--- src/rtl/pipe_pkg.sv ---
// Shared pipeline-stage types: FSM encoding, per-stage field widths and ID/EX pack offsets.
// No logic of its own; latency and backpressure are defined by pipe_stage_buf.
package pipe_pkg;

    typedef enum logic [1:0] {
        ST_EMPTY = 2'd0,
        ST_ONE   = 2'd1,
        ST_FULL  = 2'd2
    } state_t;

    localparam int XLEN    = 64;
    localparam int REG_W   = 5;
    localparam int FUNCT_W = 4;

    localparam int IF_ID_DATA_W  = XLEN + 32;
    localparam int ID_EX_CTRL_W  = 8;
    localparam int ID_EX_DATA_W  = 4 * XLEN + 3 * REG_W + FUNCT_W;
    localparam int EX_MEM_CTRL_W = 5;
    localparam int EX_MEM_DATA_W = 3 * XLEN + 1 + REG_W;
    localparam int MEM_WB_CTRL_W = 2;
    localparam int MEM_WB_DATA_W = 2 * XLEN + REG_W;

    // ID/EX control: {WB[1:0], M[2:0], EX[2:0]}
    localparam int ID_EX_EX_LSB = 0;
    localparam int ID_EX_M_LSB  = 3;
    localparam int ID_EX_WB_LSB = 6;

    // ID/EX data: {pc, rd1, rd2, imm, rs1, rs2, rd, funct}, funct at bit 0
    localparam int ID_EX_FUNCT_LSB = 0;
    localparam int ID_EX_RD_LSB    = ID_EX_FUNCT_LSB + FUNCT_W;
    localparam int ID_EX_RS2_LSB   = ID_EX_RD_LSB + REG_W;
    localparam int ID_EX_RS1_LSB   = ID_EX_RS2_LSB + REG_W;
    localparam int ID_EX_IMM_LSB   = ID_EX_RS1_LSB + REG_W;
    localparam int ID_EX_RD2_LSB   = ID_EX_IMM_LSB + XLEN;
    localparam int ID_EX_RD1_LSB   = ID_EX_RD2_LSB + XLEN;
    localparam int ID_EX_PC_LSB    = ID_EX_RD1_LSB + XLEN;

    typedef struct packed {
        logic [1:0] wb;
        logic [2:0] m;
        logic [2:0] ex;
    } id_ex_ctrl_t;

    typedef struct packed {
        logic [XLEN-1:0]    pc;
        logic [XLEN-1:0]    rd1;
        logic [XLEN-1:0]    rd2;
        logic [XLEN-1:0]    imm;
        logic [REG_W-1:0]   rs1;
        logic [REG_W-1:0]   rs2;
        logic [REG_W-1:0]   rd;
        logic [FUNCT_W-1:0] funct;
    } id_ex_data_t;

    function automatic logic [ID_EX_DATA_W-1:0] pack_id_ex_data(input id_ex_data_t f);
        return f;
    endfunction

    function automatic id_ex_data_t unpack_id_ex_data(input logic [ID_EX_DATA_W-1:0] v);
        return id_ex_data_t'(v);
    endfunction

    function automatic logic [ID_EX_CTRL_W-1:0] pack_id_ex_ctrl(input id_ex_ctrl_t f);
        return f;
    endfunction

    function automatic id_ex_ctrl_t unpack_id_ex_ctrl(input logic [ID_EX_CTRL_W-1:0] v);
        return id_ex_ctrl_t'(v);
    endfunction

endpackage

--- src/rtl/pipe_sat_cnt.sv ---
// Saturating up-counter for performance debug; q updates 1 cycle after inc.
// No backpressure: holds at all-ones instead of wrapping.
module pipe_sat_cnt
    import pipe_pkg::*;
#(
    parameter int CNT_W = 16
) (
    input  logic             clk,
    input  logic             reset,
    input  logic             clr,
    input  logic             inc,
    output logic [CNT_W-1:0] q
);

    localparam logic [CNT_W-1:0] CNT_MAX = {CNT_W{1'b1}};

    always_ff @(posedge clk) begin
        if (reset || clr) begin
            q <= '0;
        end else if (inc && (q != CNT_MAX)) begin
            q <= q + 1'b1;
        end
    end

endmodule

--- src/rtl/pipe_stage_buf.sv ---
// Elastic pipeline register with 2-entry skid; 1-cycle in->out latency, 1 transfer/cycle.
// Backpressure: in_ready is registered and drops only once the skid entry is occupied.
module pipe_stage_buf
    import pipe_pkg::*;
#(
    parameter int CTRL_W         = ID_EX_CTRL_W,
    parameter int DATA_W         = ID_EX_DATA_W,
    parameter bit ZERO_ON_BUBBLE = 1'b1,
    parameter int CNT_W          = 16
) (
    input  logic              clk,
    input  logic              reset,
    input  logic              flush,
    input  logic              in_valid,
    output logic              in_ready,
    input  logic [CTRL_W-1:0] in_ctrl,
    input  logic [DATA_W-1:0] in_data,
    output logic              out_valid,
    input  logic              out_ready,
    output logic [CTRL_W-1:0] out_ctrl,
    output logic [DATA_W-1:0] out_data,
    output logic [CNT_W-1:0]  stall_cnt,
    output logic [CNT_W-1:0]  flush_cnt
);

    state_t              state;
    logic [CTRL_W-1:0]   skid_ctrl;
    logic [DATA_W-1:0]   skid_data;
    logic                in_fire;
    logic                stall_inc;
    logic                flush_inc;

    assign in_fire   = in_valid & in_ready;
    assign stall_inc = out_valid & ~out_ready;
    assign flush_inc = flush & (state != ST_EMPTY);

    // out_ctrl/out_data are the main entry registers themselves, so the bubble
    // value is written on every transition into EMPTY.
    always_ff @(posedge clk) begin
        if (reset) begin
            state     <= ST_EMPTY;
            in_ready  <= 1'b1;
            out_valid <= 1'b0;
            out_ctrl  <= '0;
            out_data  <= '0;
            skid_ctrl <= '0;
            skid_data <= '0;
        end else if (flush) begin
            state     <= ST_EMPTY;
            in_ready  <= 1'b1;
            out_valid <= 1'b0;
            out_ctrl  <= '0;
            skid_ctrl <= '0;
            skid_data <= '0;
            if (ZERO_ON_BUBBLE) begin
                out_data <= '0;
            end
        end else begin
            case (state)
                ST_EMPTY: begin
                    if (in_fire) begin
                        state     <= ST_ONE;
                        out_valid <= 1'b1;
                        out_ctrl  <= in_ctrl;
                        out_data  <= in_data;
                    end
                end
                ST_ONE: begin
                    if (in_fire && out_ready) begin
                        out_ctrl <= in_ctrl;
                        out_data <= in_data;
                    end else if (in_fire) begin
                        state     <= ST_FULL;
                        in_ready  <= 1'b0;
                        skid_ctrl <= in_ctrl;
                        skid_data <= in_data;
                    end else if (out_ready) begin
                        state     <= ST_EMPTY;
                        out_valid <= 1'b0;
                        out_ctrl  <= '0;
                        if (ZERO_ON_BUBBLE) begin
                            out_data <= '0;
                        end
                    end
                end
                ST_FULL: begin
                    // in_ready is low here, so only the downstream side can move.
                    if (out_ready) begin
                        state     <= ST_ONE;
                        in_ready  <= 1'b1;
                        out_ctrl  <= skid_ctrl;
                        out_data  <= skid_data;
                        skid_ctrl <= '0;
                        skid_data <= '0;
                    end
                end
                default: begin
                    state     <= ST_EMPTY;
                    in_ready  <= 1'b1;
                    out_valid <= 1'b0;
                    out_ctrl  <= '0;
                    out_data  <= '0;
                    skid_ctrl <= '0;
                    skid_data <= '0;
                end
            endcase
        end
    end

    pipe_sat_cnt #(
        .CNT_W (CNT_W)
    ) u_stall_cnt (
        .clk   (clk),
        .reset (reset),
        .clr   (1'b0),
        .inc   (stall_inc),
        .q     (stall_cnt)
    );

    pipe_sat_cnt #(
        .CNT_W (CNT_W)
    ) u_flush_cnt (
        .clk   (clk),
        .reset (reset),
        .clr   (1'b0),
        .inc   (flush_inc),
        .q     (flush_cnt)
    );

endmodule

--- config.mk ---
export PLATFORM = sky130hd
export DESIGN_NAME = pipe_stage_buf
export DESIGN_NICKNAME = d
export VERILOG_FILES = /design/src/rtl/pipe_pkg.sv /design/src/rtl/pipe_sat_cnt.sv /design/src/rtl/pipe_stage_buf.sv
export SDC_FILE = /design/constraint.sdc
export NUM_CORES = 1
export LEC_CHECK = 0
export BUFFER_PORTS_ARGS = -buffer_cell sky130_fd_sc_hd__buf_2
export CORE_AREA = 5 5 339 341
export DETAILED_ROUTE_END_ITERATION = 10
export DIE_AREA = 0 0 344 346
export PLACE_DENSITY = 0.5
export RECOVER_POWER = 25
export REMOVE_ABC_BUFFERS = 1
export SLEW_MARGIN = 40
export SYNTH_ARGS = -nofsm -noshare
export SYNTH_HDL_FRONTEND = slang
export SYNTH_SLANG_ARGS = --single-unit
--- constraint.sdc ---
create_clock -name clk -period 1.7 [get_ports clk]
set_clock_uncertainty 0.05 [all_clocks]
set_input_delay 0.34 -clock clk [delete_from_list [all_inputs] [get_ports clk]]
set_output_delay 0.34 -clock clk [all_outputs]
set_load 0.01 [all_outputs]
==> key figures, run 1 <==
Power and ir drop
  – PD cells: 840.2 nW/um^2
  – Maximum VDD drop: 0.0005404 V
  – Leak: 17.31 nW

Setup path
  – Worst-path cell chain: buf_12, nand3b_1, a31o_4, buf_12, clkbuf_16, nand2_1, a21oi_1
  – Crit path top cell by count: buf_12
  – RR Endpoint: out_data[80]$_SDFFE_PP0P_
  – Crit path buffers/inverters: 3
  – Worst Reg-to-Reg Cells: 7
  – Slowest-stage cell, CP: dfxtp_4
  – WS Path Type: reg -> reg
  – CP startpoint kind: flip-flop
  – CP Launch Point: state[0]$_SDFFE_PP0P_
  – Top Family by Delay on Critical Path: buffers and inverters
  – CP Max Fanout: 17
  – Worst Path Required: 2.15 ns
  – R2r setup slk: -0.13 ns
  – Worst setup EP type: flip-flop
  – CP peak stage delay: 0.36 ns
  – Worst path arrival time: 2.28 ns
  – Reg2reg start: state[0]$_SDFFE_PP0P_

Timing
  – Relative slew slack: 64.44%
  – Fin. max-slew vios: 0
  – # setup viols final: 550
  – Period utilization: 107.8%
  – Hold WS: 0.04612 ns
  – Maximum clock rate: 545.6 MHz
  – Worst slew pin tran: 0.5310 ns
  – Tmin final: 1.833 ns
  – Unrepaired setup endpoints after global routing: yes
  – Slack of the critical path: -0.1328 ns
  – Hold Vio Cnt, Final: 0

Global routing
  – Grt ovf: 0
  – Number of global-route vias before repair: 28020
  – First-pass GRT wire length: 170900 um
  – Initial antenna violation count: 4
  – Largest net degree at the start of global routing: 69
  – Gr usage total: 18.01%

Worst hold path
  – Hold path start: in_data[54]
  – Hold Crit Depth: 4
  – Hold endpoint: skid_data[54]$_SDFFE_PP0P_
  – Hold/Removal Path Class: in -> reg

Layout
  – Final nets: 4872
  – Ratio of cells with drive above 1 in the final layout: 24.99%
  – Area growth from synthesis to layout: 45.84%
  – Final Non-Filler Cells: 6147

Status
  – Status: finished with violations
  – Failing checks: negative setup slack

Yosys
  – Seq cells post-synth: 602
  – Post-synth cell types: 48
  – Most frequent cell after synthesis: dfxtp_1
  – Post-synth ARST share: 0%
  – Commonest cells in the netlist: dfxtp_1, a21oi_1, and2_1
  – Synthesized area: 29790 sq um
  – Synth top area share: 40.45%
  – Synth Instances: 3684
  – Syn. warnings: 0
  – Syn avg cell area: 8.087 sq um
  – Area leader, netlist: dfxtp_1
  – Area contributors post-synth: dfxtp_1, and2_1, a21oi_1, mux2i_1, o211ai_1
  – Ys flop type: dfxtp_1
  – Share of the yosys chip area belonging to registers: 40.45%
  – EDFF count, synth: 0

Route
  – 1st-pass router iterations: 5
  – Total Wirelength: 118600 um
  – Final ANT Viol Nets: 0
  – Routed WL per cell: 19.30 um
  – Total vias in the final route: 29270
  – # DRC: 0
  – Vias/cell: 4.762
  – Initial drt markers: 1647

Clocking
  – CTS Buf Count: 77
  – Clk_lat worst skew: 0.64 ns
  – Num Clock Sinks: 602
  – Clk slew on worst S/H paths: 0.06 ns
  – H-Tree Depth: 3
  – Clock Path Buffers: 3
  – Root Buffer: clkbuf_16
  – TritonCTS clock tree: done

Flow run
  – Maxcap violations: 0

Die
  – Core area: 111600 sq um
  – Die area: 119000 sq um
  – Die height: 346 um
  – Std-Cell Rows: 123
  – I/O pins: 605
  – Initial Util: 26.70%
  – Die Span X: 344 um

Placed design
  – Dpl cells: 5736
  – GPL Wtd Cong: 0.8092
  – Final HPWL DP: 75710 um
  – Port buffer count: 604
==> per-layer routing <==
layer / track usage, % / up-vias / wire (um)
li1: - / 14330 / -
met1: 24.40 / 14000 / 53180
met2: 29.78 / 784 / 56220
met3: 3.229 / 157 / 6365
met4: 4.395 / 2 / 2836
met5: 0 / - / 13
==> worst max path at each step <==
stage,end,slack [ns],cells past startpoint
final,out_data[80]$_SDFFE_PP0P_,-0.13,7
after global routing,skid_data[232]$_SDFFE_PP0P_,-0.20,9
after CTS,skid_data[40]$_SDFFE_PP0P_,-0.12,9
after detailed placement,u_flush_cnt.q[15]$_SDFFE_PP0P_,-0.29,5
after global placement,u_flush_cnt.q[15]$_SDFFE_PP0P_,-0.29,5
after floorplan,skid_ctrl[0]$_SDFFE_PP0P_,-24.44,4
==> state kept, by name (all words and copies together) (netlist names), 2 cells and up <==
| name | flops |
|---|---|
| out_data | 275 |
| skid_data | 275 |
| out_ctrl | 8 |
| skid_ctrl | 8 |
| u_flush_cnt.q | 16 |
| state | 2 |
| u_stall_cnt.q | 16 |
==> stage by stage <==
step | total power, mW | worst slack (ns) | utilization, % | area, sq um | TNS (ns)
global route | 37.91 | -0.1983 | 38.93 | 43440 | -70.43
detailed placement | 19.53 | -0.2917 | 32.95 | 36770 | -91.35
finish | 36.51 | -0.1328 | 38.94 | 43450 | -35.37
CTS | 36.47 | -0.1222 | 37.66 | 42020 | -30.02
global placement | 19.52 | -0.2868 | 32.95 | 36770 | -90.56
floorplan | 17.84 | -24.44 | - | 28430 | -
==> where the power goes <==
part | total, mW | switching [mW] | internal [mW]
Clock | 16.3 | 6.64 | 9.62
Combinational | 5.68 | 3.00 | 2.68
Sequential | 14.6 | 0.178 | 14.4
==> timing repair <==
action                     in CTS  in global routing
hold endpoints to repair      176                  0
setup endpoints to repair     595                613
hold buffers                  176                  0
buffers inserted               28                 13
resized for setup              71                153
cloned                         13                 41
pin swaps                      13                 88
==> worst min-delay path: cells and delay by family <==
kind,cells,cell delay [ns]
buffers and inverters,1,0.10
and+or+nand+nor,2,0.18
muxes,1,0.06
==> layout make-up <==
class	instances	area (sq um)
Inverter	8	33.78
Fill cell	11500	68120
Multi-Input combinational cell	2723	16720
Timing Repair Buffer	1170	10240
Sequential cell	602	12070
Clock buffer	119	2337
Tap cell	1500	1877
Clock inverter	20	165.2
Antenna cell	5	12.51
==> cells in the final DEF, fill, tap and decap left out, types with 18 or more instances in the layout <==
master           n
clkbuf_1        92
buf_4          187
a21oi_1        579
buf_12          80
buf_2          529
o211ai_1       286
nand2b_1       283
dfxtp_1        596
nand2_1        280
nor2_1         297
mux2i_1        280
clkbuf_16      116
and2_1         513
buf_6           33
dlygate4sd3_1  176
and2_4          53
nand2_2         18
buf_16          33
clkbuf_8        21
==> kinds of logic after synthesis <==
kind of cell,share of synthesized area [%]
fa+ha+maj,0.08398
mux,9.684
xor+xnor,0.1176
simple gates,26.86
buf+inv,4.678
compound gates,18.12
flops,40.45
(Power assumes the default switching activity.)
==> run 2: changes to the inputs <==
--- a/config.mk
+++ b/config.mk
@@ -6,9 +6,9 @@
 export NUM_CORES = 1
 export LEC_CHECK = 0
 export BUFFER_PORTS_ARGS = -buffer_cell sky130_fd_sc_hd__buf_2
-export CORE_AREA = 5 5 339 341
+export CORE_AREA = 5 5 310 372
 export DETAILED_ROUTE_END_ITERATION = 10
-export DIE_AREA = 0 0 344 346
+export DIE_AREA = 0 0 315 377
 export PLACE_DENSITY = 0.5
 export RECOVER_POWER = 25
 export REMOVE_ABC_BUFFERS = 1
==> run 2 against run 1 <==
Compared with the run above:
- total power up 3.1%
- clock-buffer cell count fell by 14
- sequential cell count unchanged
- hold slack better by 0.011 ns
- register-to-register slack got worse by 0.09 ns
- critical endpoint is now u_flush_cnt.q[13]$_SDFFE_PP0P_
- cell count rose by 2.0%
- critical path depth fell by 2
- largest cell class unchanged
- via count up 4.2%
- the run still ends with negative setup slack left
- critical path type unchanged
- highest routed layer unchanged
- first-iteration DRC count up 12%
- non-clock buffer count is 142 higher
==> key figures, run 2 (synthesis gave the netlist of run 1 again) <==
Setup path
  – Worst setup EP type: flip-flop (unchanged)
  – Slowest-stage cell, CP: or4_4 (was dfxtp_4)
  – Top Family by Delay on Critical Path: simple AND/OR/NAND/NOR gates (was buffers and inverters)
  – CP Max Fanout: 4 (was 17)
  – Crit path buffers/inverters: 1 (was 3)
  – Worst-path cell chain: o211ai_1, or4_4, buf_6, or4_4, a21oi_2 (was buf_12, nand3b_1, a31o_4, buf_12, clkbuf_16, nand2_1, a21oi_1)
  – Worst path arrival time: 2.43 ns (was 2.28 ns)
  – CP peak stage delay: 0.58 ns (was 0.36 ns)
  – Crit path top cell by count: or4_4 (was buf_12)
  – CP startpoint kind: flip-flop (unchanged)
  – WS Path Type: reg -> reg (unchanged)
  – Worst Path Required: 2.21 ns (was 2.15 ns)

Clocking
  – CTS Buf Count: 73 (was 77)
  – H-Tree Depth: 3 (unchanged)
  – Root Buffer: clkbuf_16 (unchanged)
  – Clk_lat worst skew: 0.65 ns (was 0.64 ns)
  – Clock Path Buffers: 3 (unchanged)
  – Num Clock Sinks: 602 (unchanged)
  – TritonCTS clock tree: done (unchanged)
  – Clk slew on worst S/H paths: 0.06 ns (about the same)

Route
  – Total Wirelength: 135800 um (was 118600 um)
  – Vias/cell: 4.860 (was 4.762)
  – Final ANT Viol Nets: 0 (unchanged)
  – # DRC: 0 (unchanged)
  – Routed WL per cell: 21.64 um (was 19.30 um)
  – Total vias in the final route: 30490 (was 29270)
  – Initial drt markers: 1852 (was 1647)
  – 1st-pass router iterations: 5 (unchanged)

Placed design
  – Final HPWL DP: 78810 um (was 75710 um)
  – GPL Wtd Cong: 0.7920 (was 0.8092)
  – Dpl cells: 5734 (was 5736)
  – Area post-placement: 36880 sq um (was 36770 sq um)
  – Pre-CTS WS: -0.3419 ns (was -0.2917 ns)
  – Port buffer count: 604 (unchanged)

Layout
  – Area growth from synthesis to layout: 58.48% (was 45.84%)
  – Final Cell Area: 47220 sq um (was 43450 sq um)
  – Final Non-Filler Cells: 6273 (was 6147)
  – Final nets: 5010 (was 4872)
  – Largest regs: out_data (275), skid_data (275) (unchanged)
  – Most frequent cells in the layout: dfxtp_1, and2_1, buf_2, a21oi_1, nor2_1 (was dfxtp_1, a21oi_1, buf_2, and2_1, nor2_1)
  – Most common cell after layout, fill and taps aside: dfxtp_1 (unchanged)
  – Ratio of cells with drive above 1 in the final layout: 30.39% (was 24.99%)
  – Fin util: 42.54% (was 38.94%)

Timing
  – Hold Vio Cnt, Final: 0 (unchanged)
  – Hold WS: 0.05744 ns (was 0.04612 ns)
  – Fin. max-slew vios: 0 (unchanged)
  – # setup viols final: 583 (was 550)
  – Relative slew slack: 53.25% (was 64.44%)
  – Maximum clock rate: 519.7 MHz (was 545.6 MHz)
  – Period utilization: 113.2% (was 107.8%)
  – Slack of the critical path: -0.2241 ns (was -0.1328 ns)
  – Worst slew pin tran: 0.7012 ns (was 0.5310 ns)
  – Unrepaired setup endpoints after global routing: yes (unchanged)
  – Tmin final: 1.924 ns (was 1.833 ns)
  – Setup Total Neg Slack: -73.89 ns (was -35.37 ns)

Die
  – Die height: 377 um (was 346 um)
  – Die area: 118800 sq um (was 119000 sq um)
  – I/O pins: 605 (unchanged)
  – Initial Util: 26.84% (was 26.70%)
  – Std-Cell Rows: 134 (was 123)
  – Die Span X: 315 um (was 344 um)
  – Core area: 111000 sq um (was 111600 sq um)

Global routing
  – Grt ovf: 0 (unchanged)
  – Initial antenna violation count: 7 (was 4)
  – Number of global-route vias before repair: 28460 (was 28020)
  – Largest net degree at the start of global routing: 107 (was 69)
  – Gr usage total: 18.57% (was 18.01%)
  – First-pass GRT wire length: 175200 um (was 170900 um)

Worst hold path
  – Hold/Removal Path Class: in -> reg (unchanged)

Power and ir drop
  – Maximum VDD drop: 0.0008176 V (was 0.0005404 V)
  – Leak: 19.28 nW (was 17.31 nW)
  – PD cells: 797.5 nW/um^2 (was 840.2 nW/um^2)
  – Overall Power: 37.65 mW (was 36.51 mW)

Status
  – Failing checks: negative setup slack (unchanged)
  – Status: finished with violations (unchanged)

Flow run
  – Maxcap violations: 0 (unchanged)
-- run 2: cell count changes in the layout (fill, tap and decap cells not counted), sizes merged --
cell	before	now
bufinv	1	3
bufbuf	2	0
inv	11	12
buf	879	915
dlygate4sd3	176	230
clkbuf	231	272
clkinvlp	2	1
dlymetal6s2s	1	0
-- run 2: worst paths after layout --
kind                                           startpoint                             end  slack, ns  cells after the start
worst max-delay path                state[0]$_SDFFE_PP0P_  u_flush_cnt.q[13]$_SDFFE_PP0P_      -0.22                      5
worst min-delay path                         in_data[168]     skid_data[168]$_SDFFE_PP0P_       0.06                      4
worst max register to register      state[0]$_SDFFE_PP0P_  u_flush_cnt.q[13]$_SDFFE_PP0P_      -0.22                      5
worst min register to register  out_data[13]$_SDFFE_PP0P_       out_data[13]$_SDFFE_PP0P_       0.40                      2
-- run 2: tightest hold or removal path, delay by kind of cell --
family                 cells  cell delay [ns]
AND/OR/NAND/NOR            2             0.20
buffers and inverters      1             0.12
multiplexers               1             0.06
-- run 2: final cells by class --
| cell class | count | area (sq um) |
|---|---|---|
| Multi-Input combinational cell | 2723 | 17950 |
| Inverter | 8 | 33.78 |
| Tap cell | 1496 | 1872 |
| Antenna cell | 5 | 12.51 |
| Fill cell | 11010 | 63770 |
| Clock buffer | 105 | 2117 |
| Clock inverter | 22 | 290.3 |
| Timing Repair Buffer | 1312 | 12880 |
| Sequential cell | 602 | 12070 |
-- run 2: routing by layer --
metal	up-vias	wire length [um]	track usage [%]
li1	14630	-	-
met1	14750	57490	23.36
met2	889	65160	30.89
met3	214	8289	4.317
met4	2	4803	7.154
met5	-	13	0
-- run 2: timing repair --
item | in CTS | in global routing
endpoints found under the hold margin | 230 | 0
gates resized for setup | 45 | 554
pin swaps | 15 | 245
hold buffers | 230 | 0
endpoints found under the setup margin | 586 | 611
buffers inserted | 8 | 44
gates cloned | 8 | 119
-- run 2: where the power goes --
group / total, mW / switching (mW) / internal (mW) / leakage, nW
sequential: 14.6 / 0.237 / 14.4 / 4.87
clock: 16.0 / 6.78 / 9.19 / 1.18
combinational: 7.06 / 3.59 / 3.47 / 13.2
